[src/rtl/spi_reg_master.sv]
// SPI mode-0 register-access initiator: one read/write command per frame, 9-bit header,
// dummy cycles on reads, then 8/16/32 data bits MSB first, one-cycle response strobe.
module spi_reg_master #(
  parameter int unsigned CLK_DIV    = 4,
  parameter int unsigned READ_DUMMY = 8,
  parameter int unsigned CS_GAP     = 8
) (
  input  logic        clk,
  input  logic        rst,
  input  logic        cmd_valid,
  output logic        cmd_ready,
  input  logic        cmd_write,
  input  logic [1:0]  cmd_width,
  input  logic [5:0]  cmd_addr,
  input  logic [31:0] cmd_wdata,
  output logic        rsp_valid,
  output logic [31:0] rsp_rdata,
  output logic        busy,
  output logic        spi_cs_n,
  output logic        spi_sck,
  output logic        spi_mosi,
  input  logic        spi_miso
);

  localparam int unsigned PhaseW = $clog2(CLK_DIV + 1);
  localparam int unsigned BitW   = $clog2(9 + READ_DUMMY + 32 + 1);
  localparam int unsigned GapW   = $clog2(CS_GAP + 1);

  typedef enum logic [2:0] {StIdle, StShift, StDummy, StData, StTail, StGap} state_e;

  state_e            state_q;
  logic [PhaseW-1:0] phase_q;
  logic [BitW-1:0]   bit_cnt_q;
  logic [GapW-1:0]   gap_q;
  logic [40:0]       tx_q;
  logic [31:0]       rx_q;
  logic              write_q;
  logic [1:0]        width_q;
  logic              cmd_ready_q;
  logic              busy_q;
  logic              rsp_valid_q;
  logic [31:0]       rsp_rdata_q;
  logic              cs_n_q;
  logic              sck_q;
  logic              mosi_q;

  logic [31:0] wdata_aligned;
  logic [5:0]  data_bits;
  logic        phase_last;

  // Write data is left-aligned so the frame always shifts out of tx_q[40].
  always_comb begin
    wdata_aligned = cmd_wdata;
    case (cmd_width)
      2'b00:   wdata_aligned = {cmd_wdata[7:0], 24'd0};
      2'b01:   wdata_aligned = {cmd_wdata[15:0], 16'd0};
      default: wdata_aligned = cmd_wdata;
    endcase
  end

  always_comb begin
    data_bits = width_q[1] ? 6'd32 : (width_q[0] ? 6'd16 : 6'd8);
  end

  assign phase_last = (phase_q == PhaseW'(CLK_DIV - 1));

  always_ff @(posedge clk) begin
    if (rst) begin
      state_q     <= StIdle;
      phase_q     <= '0;
      bit_cnt_q   <= '0;
      gap_q       <= '0;
      tx_q        <= '0;
      rx_q        <= '0;
      write_q     <= 1'b0;
      width_q     <= 2'b00;
      cmd_ready_q <= 1'b1;
      busy_q      <= 1'b0;
      rsp_valid_q <= 1'b0;
      rsp_rdata_q <= '0;
      cs_n_q      <= 1'b1;
      sck_q       <= 1'b0;
      mosi_q      <= 1'b0;
    end else begin
      rsp_valid_q <= 1'b0;
      unique case (state_q)
        StIdle: begin
          if (cmd_valid && cmd_ready_q) begin
            write_q     <= cmd_write;
            width_q     <= cmd_width;
            tx_q        <= {cmd_write, cmd_width, cmd_addr, cmd_write ? wdata_aligned : 32'd0};
            rx_q        <= '0;
            mosi_q      <= cmd_write;
            cs_n_q      <= 1'b0;
            sck_q       <= 1'b0;
            phase_q     <= '0;
            bit_cnt_q   <= BitW'(9);
            cmd_ready_q <= 1'b0;
            busy_q      <= 1'b1;
            state_q     <= StShift;
          end
        end
        StShift, StDummy, StData: begin
          if (!phase_last) begin
            phase_q <= phase_q + PhaseW'(1);
          end else begin
            phase_q <= '0;
            sck_q   <= ~sck_q;
            // Last cycle of the high phase: sample MISO and move to the next bit.
            if (sck_q) begin
              if (state_q == StData && !write_q) begin
                rx_q <= {rx_q[30:0], spi_miso};
              end
              tx_q      <= {tx_q[39:0], 1'b0};
              mosi_q    <= tx_q[39];
              bit_cnt_q <= bit_cnt_q - BitW'(1);
              if (bit_cnt_q == BitW'(1)) begin
                if (state_q == StShift && !write_q && READ_DUMMY != 0) begin
                  state_q   <= StDummy;
                  bit_cnt_q <= BitW'(READ_DUMMY);
                end else if (state_q != StData) begin
                  state_q   <= StData;
                  bit_cnt_q <= BitW'(data_bits);
                end else begin
                  state_q <= StTail;
                  mosi_q  <= 1'b0;
                end
              end
            end
          end
        end
        StTail: begin
          if (!phase_last) begin
            phase_q <= phase_q + PhaseW'(1);
          end else begin
            phase_q     <= '0;
            cs_n_q      <= 1'b1;
            mosi_q      <= 1'b0;
            rsp_valid_q <= 1'b1;
            rsp_rdata_q <= rx_q;
            gap_q       <= '0;
            state_q     <= StGap;
          end
        end
        StGap: begin
          if (gap_q == GapW'(CS_GAP - 1)) begin
            cmd_ready_q <= 1'b1;
            busy_q      <= 1'b0;
            state_q     <= StIdle;
          end else begin
            gap_q <= gap_q + GapW'(1);
          end
        end
        default: state_q <= StIdle;
      endcase
    end
  end

  assign cmd_ready = cmd_ready_q;
  assign busy      = busy_q;
  assign rsp_valid = rsp_valid_q;
  assign rsp_rdata = rsp_rdata_q;
  assign spi_cs_n  = cs_n_q;
  assign spi_sck   = sck_q;
  assign spi_mosi  = mosi_q;

endmodule

[config.mk]
export PLATFORM = sky130hd
export DESIGN_NAME = spi_reg_master
export DESIGN_NICKNAME = d
export VERILOG_FILES = /design/src/rtl/spi_reg_master.sv
export SDC_FILE = /design/constraint.sdc
export NUM_CORES = 1
export LEC_CHECK = 0
export CAP_MARGIN = 20
export CORE_MARGIN = 4
export CORE_UTILIZATION = 40
export DETAILED_ROUTE_END_ITERATION = 8
export PLACE_DENSITY_LB_ADDON = 0.2
export SKIP_LAST_GASP = 1
export SLEW_MARGIN = 20
export SYNTH_ARGS = -nofsm -noshare
export SYNTH_HDL_FRONTEND = slang
export SYNTH_SLANG_ARGS = --single-unit
[constraint.sdc]
create_clock -name clk -period 4.2 [get_ports clk]
set_input_delay 0.84 -clock clk [delete_from_list [all_inputs] [get_ports clk]]
set_output_delay 0.84 -clock clk [all_outputs]
set_load 0.02 [all_outputs]
# ---- After elaboration in Yosys (flattened, before gate mapping)
# Cells that the tools add are included.
dict set report classes {
  addsub 3
  n_eq_ne 18
  muxes 54
  n_bitwise 2
  n_reduce_logical 26
}
# operator count
set op_table {}
lappend op_table {{$mux W32} 5}
lappend op_table {{$pmux W32 S2} 2}
lappend op_table {{$mux W40} 3}
lappend op_table {{$pmux W40 S2} 1}
lappend op_table {{$mux W6} 7}
lappend op_table {{$mux W3} 10}
lappend op_table {{$ne A2 B2 Y1 const B} 8}
lappend op_table {{$mux W1} 14}
lappend op_table {{$pmux W3 S4} 1}
lappend op_table {{$pmux W6 S2} 1}
lappend op_table {{$reduce_and A3 Y1} 4}
lappend op_table {{$reduce_and A5 Y1} 2}
lappend op_table {{$reduce_bool A2 Y1} 5}
lappend op_table {{$eq A3 B2 Y1 const B} 3}
lappend op_table {{$mux W4} 2}
lappend op_table {{$pmux W1 S2} 4}
lappend op_table {{$pmux W4 S2} 1}
lappend op_table {{$eq A3 B3 Y1 const B} 2}
lappend op_table {{$eq A6 B1 Y1 const B} 1}
lappend op_table {{$pmux W3 S2} 1}
lappend op_table {{$reduce_and A2 Y1} 3}
lappend op_table {{$reduce_and A6 Y1} 1}
lappend op_table {{$sub A6 B1 Y6 const B} 1}
lappend op_table {{$mux W5} 1}
lappend op_table {{other kinds (17)} 20}
dict set report word_totals {
  reg_bits 129
  inputBits 45
  output_inout_bits 38
  wordCells 118
}

# ---- Longest topological paths before layout
# Gate-level depths: netlist of run 1.
dict set report logic_depth {
  ltp_word 8
  mapped_depth 8
  mapped_depth_nobuf 7
}

# ---- Least setup slack after synthesis of run 1
# No wires, ideal clock.
dict set report synth_path {
  path_kind {input port to flip-flop}
  from {in cmd_valid}
  to {reg tx_q[28]}
  setup_time_ns 0.131
  t_arrival_ns 1.938
  required_time_ns 4.069
  slack_ns 2.130
  stages 6
  n_path_buf 1
  cell_sequence {nand4bb_1 > and2_1 > a211o_1 > buf_2 > a221oi_1 > nor3_1}
}
dict set report synth_between {
  elab_chain_len 3
}
# item line_no
set synth_lines {}
lappend synth_lines {{start, declared} 10} ;# input logic cmd_valid,
lappend synth_lines {{$logic_and A1 B1 Y1} 88} ;# if (cmd_valid && cmd_ready_q) begin
lappend synth_lines {{$ne A2 B2 Y1 (no line)} --}
lappend synth_lines {{$reduce_and A4 Y1 (no line)} --}
lappend synth_lines {{end signal, assigned} 91} ;# tx_q <= {cmd_write, cmd_width, cmd_addr, cmd_write ? wdata_aligned : 32'd0};
lappend synth_lines {{end signal, assigned} 114} ;# tx_q <= {tx_q[39:0], 1'b0};
lappend synth_lines {{end, declared} 35} ;# logic [40:0] tx_q;
# Every way passes these cells.
# A chain may end at the register's enable or synchronous reset.

# ---- Worst setup path in the final report of run 1
dict set report layout_path {
  from {in cmd_valid}
  to {reg tx_q[31]}
}
# The elaborated chain is that of the path after synthesis.

==> results of run 1 <==
[sequential cells by signal (all words and copies together) (netlist names)]
signal and flops:
phase_q 3, cmd_ready 1, busy 1, spi_mosi 1, write_q 1, width_q 2, gap_q 4, rx_q 32
bit_cnt_q 6, tx_q 40, rsp_valid 1, spi_cs_n 1, state_q 3, spi_sck 1, rsp_rdata 32
[power breakdown]
group | switching (mW) | internal (mW)
Combinational | 0.554 | 0.313
Sequential | 0.0882 | 1.36
Clock | 0.560 | 0.823
[worst max-delay path, stage by stage]
cell and delay, ns:
clkdlybuf4s50_1 0.51, nand4bb_1 0.18, and2_1 0.27, a211o_1 0.60, a221oi_1 0.38, nor3_1 0.07
[synthesized netlist by cell type, types with 2 or more instances]
cell type | number | area (µm²)
a21oi_1 | 76 | 380
buf_2 | 24 | 120
nor2b_1 | 3 | 18.8
a311oi_1 | 24 | 210
nand4_1 | 2 | 12.5
dfxtp_1 | 129 | 2580
nor3_1 | 24 | 120
nand2b_1 | 2 | 12.5
nand3b_1 | 2 | 15.0
o21ai_0 | 18 | 90.1
xor2_1 | 2 | 17.5
nor3_2 | 2 | 20.0
inv_1 | 5 | 18.8
a22o_1 | 8 | 70.1
xnor2_1 | 3 | 26.3
a221oi_1 | 17 | 149
a31oi_1 | 3 | 18.8
mux2i_1 | 12 | 120
a221oi_2 | 2 | 30.0
nand3_1 | 52 | 260
a211oi_1 | 3 | 22.5
ha_1 | 4 | 50.1
or3_1 | 5 | 31.3
a211o_1 | 2 | 17.5
and3b_1 | 2 | 17.5
buf_4 | 3 | 22.5
o2111ai_1 | 3 | 26.3
clkbuf_1 | 33 | 124
nor3b_1 | 3 | 22.5
and2_1 | 2 | 12.5
nand2_1 | 148 | 556
nor2_1 | 52 | 195
buf_1 | 3 | 11.3
[path summary, 6_finish.rpt]
| path | startpoint | to | slack (ns) | depth (start not counted) |
|---|---|---|---|---|
| setup / recovery | cmd_valid | tx_q[31] | 1.61 | 6 |
| hold / removal | phase_q[2] | phase_q[2] | 0.45 | 2 |
| setup reg to reg | state_q[1] | state_q[1] | 1.66 | 6 |
| hold reg to reg | phase_q[2] | phase_q[2] | 0.45 | 2 |
[cell type report]
cell class              count  area [µm²]  area share, %
well taps                 176         220           3.15
flip-flops and latches    129        2580           37.0
clock buffers              18         439           6.29
inverters                   5        18.8          0.269
multi-input cells         495        2700           38.7
repair buffers             92         906           13.0
clock inverters            14         116           1.67
[cells by family after synthesis]
| family | count (synthesis) | share of synthesized area, % |
|---|---|---|
| flip-flops | 129 | 46.4 |
| XOR/XNOR | 5 | 0.787 |
| multiplexers | 12 | 2.16 |
| AO/OA/AOI/OAI | 167 | 19.9 |
| adder cells (fa/ha/maj) | 4 | 0.899 |
| buffers and inverters | 69 | 5.53 |
| AND/OR/NAND/NOR | 307 | 24.4 |
[layer usage]
| metal | wire length [µm] | vias to the layer above | track usage [%] | part of all wire [%] |
|---|---|---|---|---|
| met5 | 0 | - | 0 | 0 |
| met4 | 238 | 0 | 6.44 | 1.7 |
| met3 | 784 | 26 | 4.32 | 5.7 |
| met2 | 6460 | 134 | 27.0 | 47 |
| met1 | 6320 | 2444 | 24.5 | 46 |
| li1 | - | 2542 | - | - |
[per-stage QoR]
stage	total power, mW	worst slack [ns]
global route	3.90	1.42
detailed placement	2.33	1.11
global placement	2.31	1.17
CTS	3.72	1.55
floorplan	2.12	2.13
finish	3.70	1.61
==> impl_metrics.yaml, run 1 <==
layout:
  final_nets: 789
  drive_above_1_share_pct: 7.04
  syn_to_final_growth_pct: 25.5
  antenna_cells: 0
  stdcell_count: 929
  fin_util_pct: 51.9
  design_area_um2: 6990
  layout_common_cells: "nand2_1 (148), dfxtp_1 (129), clkdlybuf4s50_1 (81), a21oi_1 (76), nand3_1 (52)"
  final_common_cell: "nand2_1"
  fillers: 1340
logic_synthesis:
  syn_avg_cell_area_um2: 8.03
  synth_fp_nets: 742
  synth_area_um2: 5570
  synth_seq_area_share_pct: 46.4
  ys_types: 53
  async_flop_share_pct: 0
  synth_ff_type: "dfxtp_1"
  ys_ff_latch: 129
  yosys_warnings: 0
  synth-edff-count: 0
  synthCells: 693
detailed_routing:
  vias_per_cell: 5.54
  postRouteAntennaNets: 0
  routed_wl_mm: 13.8
  drc_errors: 0
  first_pass_iters: 7
  wl_per_cell_um: 14.9
  drtIter0Drc: 546
  vias: 5146
sta:
  fin_worst_skew_ns: 0.00619
  tightestPinTransition_ns: 0.944
  fmax_mhz: 385
  min_period_over_period_pct: 61.8
  relSlewSlack_pct: 37.1
  worst_hold_slack_ns: 0.450
  setup_viol: 0
  drv_slew: 0
  hold_viol: 0
  period_needed_ns: 2.59
  rsz0062_at_grt: "no"
  fin_setup_tns_ns: 0
setup_path:
  cp_max_fo: 25
  crit_path_start_kind: "primary input"
  arrival_ns: 2.87
  worstPathRequired_ns: 4.48
  path_class: "in2reg"
  crit_path_end_kind: "flip-flop"
floorplanning:
  dieHeight_um: 126
  die_w_um: 126
  start_util_pct: 41.4
  core_um2: 13500
  rows: 42
  io_pins: 83
  design.die.area_um2: 15900
power:
  ir_drop_mv: 0.373
  power_density_nw_per_um2: 529
  leakagePower_nw: 2.35
run_status:
  status: "finished clean"
cts:
  cts_tree: "done"
  clk_latency_ns: 0.42
  cts_sinks: 129
  root_buffer: "clkbuf_16"
  numCtsBuffers: 17
  clk_pin_slew_ns: 0.06
  cts_resized: 0
  cts_setup_buffers: 0
  hold_buffers: 0
  htree_levels: 4
  cts_buffer_depth: 2
run:
  maxCapViolCount: 0
global_routing:
  grt_pass1_vias: 4784
  grt_first_pass_wirelength_mm: 23.5
  track_usage_pct: 17.7
  grt-ovfl-total: 0
  grt_start_max_net_pins: 75
  grt_antenna_before_repair: 0
placed_design:
  portBuffers: 82
  dp.cells: 897
  hpwl_mm: 8.95
  postPlaceCellArea_um2: 6430
  finalWeightedCongestion: 0.774
min_path:
  hp-class: "reg2reg"
(Power assumes the default switching activity.)
==> run 2: changes to the inputs <==
==> constraint.sdc (replaced) <==
create_clock -name clk -period 2.7 [get_ports clk]
set_input_delay 0.54 -clock clk [delete_from_list [all_inputs] [get_ports clk]]
set_output_delay 0.54 -clock clk [all_outputs]
set_load 0.02 [all_outputs]
==> run 2 against run 1 <==
- die area unchanged
- clock power up 59%
- cell count up 1.1%
- clock skew about the same
- global-route usage up 0.085 points
- flip-flop and latch count unchanged
- register-to-register slack worse by 1.1 ns
- combinational power up 63%
- non-clock buffer count up 10
==> impl_metrics.yaml, run 2 (synthesized netlist as in run 1, its figures left out) <==
detailed_routing:
  drtIter0Drc: 375
  wl_per_cell_um: 14.9
  vias_per_cell: 5.47
  postRouteAntennaNets: 0
  drc_errors: 0
  first_pass_iters: 5
  vias: 5141
  routed_wl_mm: 14.0
power:
  leakagePower_nw: 2.41
  total_power_mw: 5.86
  clockPowerShare_pct: 37.6
  intPower_mw: 3.96
  power_density_nw_per_um2: 824
  p_switching_mw: 1.90
  comb_power_share_pct: 24.0
  ir_drop_mv: 0.563
  p_seq_share_pct: 38.4
  swShare_pct: 32.4
cts:
  root_buffer: "clkbuf_16"
  cts_tree: "done"
  cts_resized: 0
  hold_buffers: 0
  numCtsBuffers: 17
  clk_pin_slew_ns: 0.06
  clk_latency_ns: 0.41
  cts_buffer_depth: 2
  cts_sinks: 129
  cts_setup_buffers: 0
  htree_levels: 4
sta:
  hold_viol: 0
  relSlewSlack_pct: 60.7
  fin_worst_skew_ns: 0.00667
  period_needed_ns: 2.13
  rsz0062_at_grt: "no"
  setup_viol: 0
  fin_setup_tns_ns: 0
  drv_slew: 0
  tightestPinTransition_ns: 0.589
  fmax_mhz: 470
  min_period_over_period_pct: 78.8
floorplanning:
  rows: 42
  io_pins: 83
  core_um2: 13500
  die_w_um: 126
  start_util_pct: 41.4
  design.die.area_um2: 15900
  dieHeight_um: 126
setup_path:
  cp_max_fo: 32
  path_class: "reg2reg"
  crit_slowest_cell: "dfxtp_1"
  crit_path_end_kind: "flip-flop"
  max_stage_delay_ns: 0.41
  worstPathRequired_ns: 2.99
  crit_chain: "ha_1, nand2b_1, o31a_1, or3_1, buf_4, nand2_1, a21oi_1"
  crit_path_start_kind: "flip-flop"
  arrival_ns: 2.42
layout:
  largest_reg_flops: 40
  syn_to_final_growth_pct: 27.7
  largest_register: "tx_q"
  antenna_cells: 0
  layout_common_cells: "nand2_1 (148), dfxtp_1 (129), clkdlybuf4s50_1 (81), a21oi_1 (76), nand3_1 (52)"
  drive_above_1_share_pct: 8.13
  fillers: 1254
  final_common_cell: "nand2_1"
  final_nets: 799
min_path:
  hp-class: "reg2reg"
global_routing:
  grt-ovfl-total: 0
  grt_first_pass_wirelength_mm: 23.5
  grt_start_max_net_pins: 55
  track_usage_pct: 17.8
  grt_pass1_vias: 4812
  grt_antenna_before_repair: 0
run:
  maxCapViolCount: 0
run_status:
  status: "finished clean"
placed_design:
  hpwl_mm: 9.30
  finalWeightedCongestion: 0.834
  portBuffers: 82
run 2: cell types whose count changed in the layout (fill, tap and decap cells not counted), sizes merged:
cell	delta
buf	+10
clkinv	-2
inv	+2
clkbuf	+1
clkinvlp	-1
run 2: layout make-up:
cell class                      count  area (µm²)  area share (%)
Inverter                            5        18.8           0.264
Timing Repair Buffer              102        1010            14.1
Multi-Input combinational cell    495        2700            38.0
Clock inverter                     13         128            1.79
Clock buffer                       19         453            6.37
Sequential cell                   129        2580            36.3
Tap cell                          176         220            3.10
run 2: path summary, 6_finish.rpt:
| path | startpoint | end | slack (ns) | cells after the start |
|---|---|---|---|---|
| setup / recovery | phase_q[0] | rx_q[4] | 0.57 | 7 |
| setup reg to reg | phase_q[0] | rx_q[4] | 0.57 | 7 |
| hold / removal | rsp_rdata[27] | rsp_rdata[27] | 0.45 | 2 |
| hold reg to reg | rsp_rdata[27] | rsp_rdata[27] | 0.45 | 2 |
run 2: layer usage:
metal	GRT usage, %	wire, µm	up-vias	part of all wire [%]
li1	-	-	2564	-
met1	24.1	6600	2430	47
met2	27.7	6570	129	47
met3	4.49	624	18	4.5
met4	6.31	208	0	1.5
met5	0	0	-	0
run 2: critical path: cells and delay by family, from the launching register on:
kind            cells  cell delay, ns
compound gates      2            0.44
simple gates        3            0.66
buf+inv             1            0.25
fa+ha+maj           1            0.23
flops               1            0.41
run 2: power groups by stage:
stage,Clock [mW],Sequential (mW),Combinational [mW]
2_1_floorplan,0,2.25,1.05
3_3_place_gp,0,2.28,1.37
3_5_place_dp,0,2.29,1.40
4_1_cts,2.25,2.25,1.41
5_1_grt,2.34,2.27,1.58
6_report,2.20,2.25,1.41
run 2: metrics by stage:
step	worst slack, ns	area (µm²)	hold slack (ns)	instances	util [%]
2_1_floorplan	0.877	5570	0.423	693	-
3_3_place_gp	0.270	6530	0.440	907	48.5
3_5_place_dp	0.227	6530	0.444	907	48.5
4_1_cts	0.598	7110	0.455	939	52.9
5_1_grt	0.433	7110	0.475	939	52.9
6_report	0.571	7110	0.455	939	52.9
==> run 3: changes to the inputs <==
==> constraint.sdc (replaced) <==
create_clock -name clk -period 2 [get_ports clk]
set_input_delay 0.4 -clock clk [delete_from_list [all_inputs] [get_ports clk]]
set_output_delay 0.4 -clock clk [all_outputs]
set_load 0.02 [all_outputs]
==> run 3 against run 2 <==
- non-clock buffer count grew 16
- routed wire length up 3.5%
- cell count is 1.7% higher
- critical endpoint is now bit_cnt_q[2]
- largest cell class unchanged
- highest routed layer unchanged
==> impl_metrics.yaml, run 3 (synthesized netlist as in run 1, its figures left out) <==
floorplanning:
  start_util_pct: 41.4
  core_um2: 13500
  io_pins: 83
  dieHeight_um: 126
  design.die.area_um2: 15900
  rows: 42
  die_w_um: 126
global_routing:
  use_met1_pct: 23.6
  track_usage_pct: 17.8
  grt_first_pass_wirelength_mm: 23.4
  grt_start_max_net_pins: 66
  grt_pass1_vias: 4947
  grt-ovfl-total: 0
  met3_usage_pct: 4.19
  grt_util_met2_pct: 27.9
  busiest_layer: "met2"
  grt_antenna_before_repair: 0
sta:
  tightestPinTransition_ns: 0.746
  drv_slew: 0
  rsz0062_at_grt: "no"
  fin_worst_skew_ns: 0.00830
  min_period_over_period_pct: 95.8
  relSlewSlack_pct: 50.2
  hold_viol: 0
  period_needed_ns: 1.92
  fmax_mhz: 522
  worst_hold_slack_ns: 0.451
  setup_viol: 0
placed_design:
  postPlaceCellArea_um2: 6740
  portBuffers: 82
  finalWeightedCongestion: 0.835
  hpwl_mm: 9.62
layout:
  drive_above_1_share_pct: 11.0
  syn_to_final_growth_pct: 34.6
  design_area_um2: 7490
  largest_register: "tx_q"
  final_nets: 815
  fin_util_pct: 55.7
  antenna_cells: 0
  largest_reg_flops: 40
  layout_common_cells: "nand2_1 (148), dfxtp_1 (126), clkdlybuf4s50_1 (81), a21oi_1 (76), nand3_1 (52)"
  final_common_cell: "nand2_1"
cts:
  numCtsBuffers: 17
  htree_levels: 4
  cts_buffer_depth: 2
  clk_latency_ns: 0.42
  clk_pin_slew_ns: 0.06
  cts_sinks: 129
  cts_tree: "done"
  root_buffer: "clkbuf_16"
setup_path:
  path_class: "reg2reg"
  worstPathRequired_ns: 2.35
  cp_max_fo: 4
  max_stage_delay_ns: 0.42
  crit-reg2reg-launch: "phase_q[1]"
  crit_path_end_kind: "flip-flop"
  crit_path_start_kind: "flip-flop"
  arrival_ns: 2.26
  crit_chain: "ha_4, nand2b_4, buf_4, a221oi_4, nand3_1, or3b_1, a21oi_1"
  critPathLaunch: "phase_q[1]"
  crit_slowest_cell: "or3b_1"
detailed_routing:
  wl_per_cell_um: 15.2
  vias: 5279
  vias_per_cell: 5.53
  first_pass_iters: 5
  drtIter0Drc: 563
  postRouteAntennaNets: 0
  drc_errors: 0
  routed_wl_mm: 14.5
power:
  power_density_nw_per_um2: 1160
  leakagePower_nw: 2.57
  ir_drop_mv: 0.558
run_status:
  status: "finished clean"
run:
  maxCapViolCount: 0
min_path:
  worstHoldStart: "rsp_rdata[26]"
  hp-class: "reg2reg"
run 3: final timing paths:
kind / endpoint / slack, ns / cells after the start
setup / recovery: bit_cnt_q[2] / 0.08 / 7
setup reg to reg: bit_cnt_q[2] / 0.08 / 7
hold / removal: rsp_rdata[26] / 0.45 / 2
hold reg to reg: rsp_rdata[26] / 0.45 / 2
run 3: final cells by class:
class / count / area (µm²)
clock buffers: 19 / 443
clock inverters: 13 / 208
fillers: 1245 / 5960
inverters: 5 / 18.8
multi-input cells: 495 / 2740
flip-flops and latches: 129 / 2590
well taps: 176 / 220
repair buffers: 118 / 1280
run 3: metrics by stage:
stage | power [mW] | instances | setup TNS (ns) | worst slack, ns
2_1_floorplan | 4.46 | 693 | 0 | 0.177
3_3_place_gp | 5.10 | 920 | -11.92 | -0.223
3_5_place_dp | 5.16 | 920 | -14.37 | -0.333
4_1_cts | 8.59 | 952 | 0 | 0.00695
5_1_grt | 9.08 | 955 | 0 | 0.0224
6_report | 8.66 | 955 | 0 | 0.0846
run 3: worst max-delay path: cells and delay by family, from the launching register on:
kind,cells,cell delay [ns]
buf+inv,1,0.15
flops,1,0.40
compound gates,2,0.47
fa+ha+maj,1,0.18
simple gates,3,0.65
run 3: metal layers:
metal	part of all wire, %	wire length [µm]
met5	0	0
met4	1.7	241
met3	4.9	704
met2	48	6910
met1	46	6630
run 3: where the power goes:
group | leakage, nW | switching (mW) | total, mW | internal [mW]
logic | 1.22 | 1.26 | 2.22 | 0.952
registers | 1.05 | 0.190 | 3.04 | 2.85
clock network | 0.306 | 1.16 | 3.40 | 2.24
run 3: repair_timing:
action / 4_1_cts / 5_1_grt
gates resized for setup: 3 / 8
cloned: 0 / 2
buffers inserted: 0 / 1
hold buffers: 0 / 0
pin swaps: 1 / 7
endpoints found under the setup margin: 24 / 48
hold endpoints to repair: 0 / 0
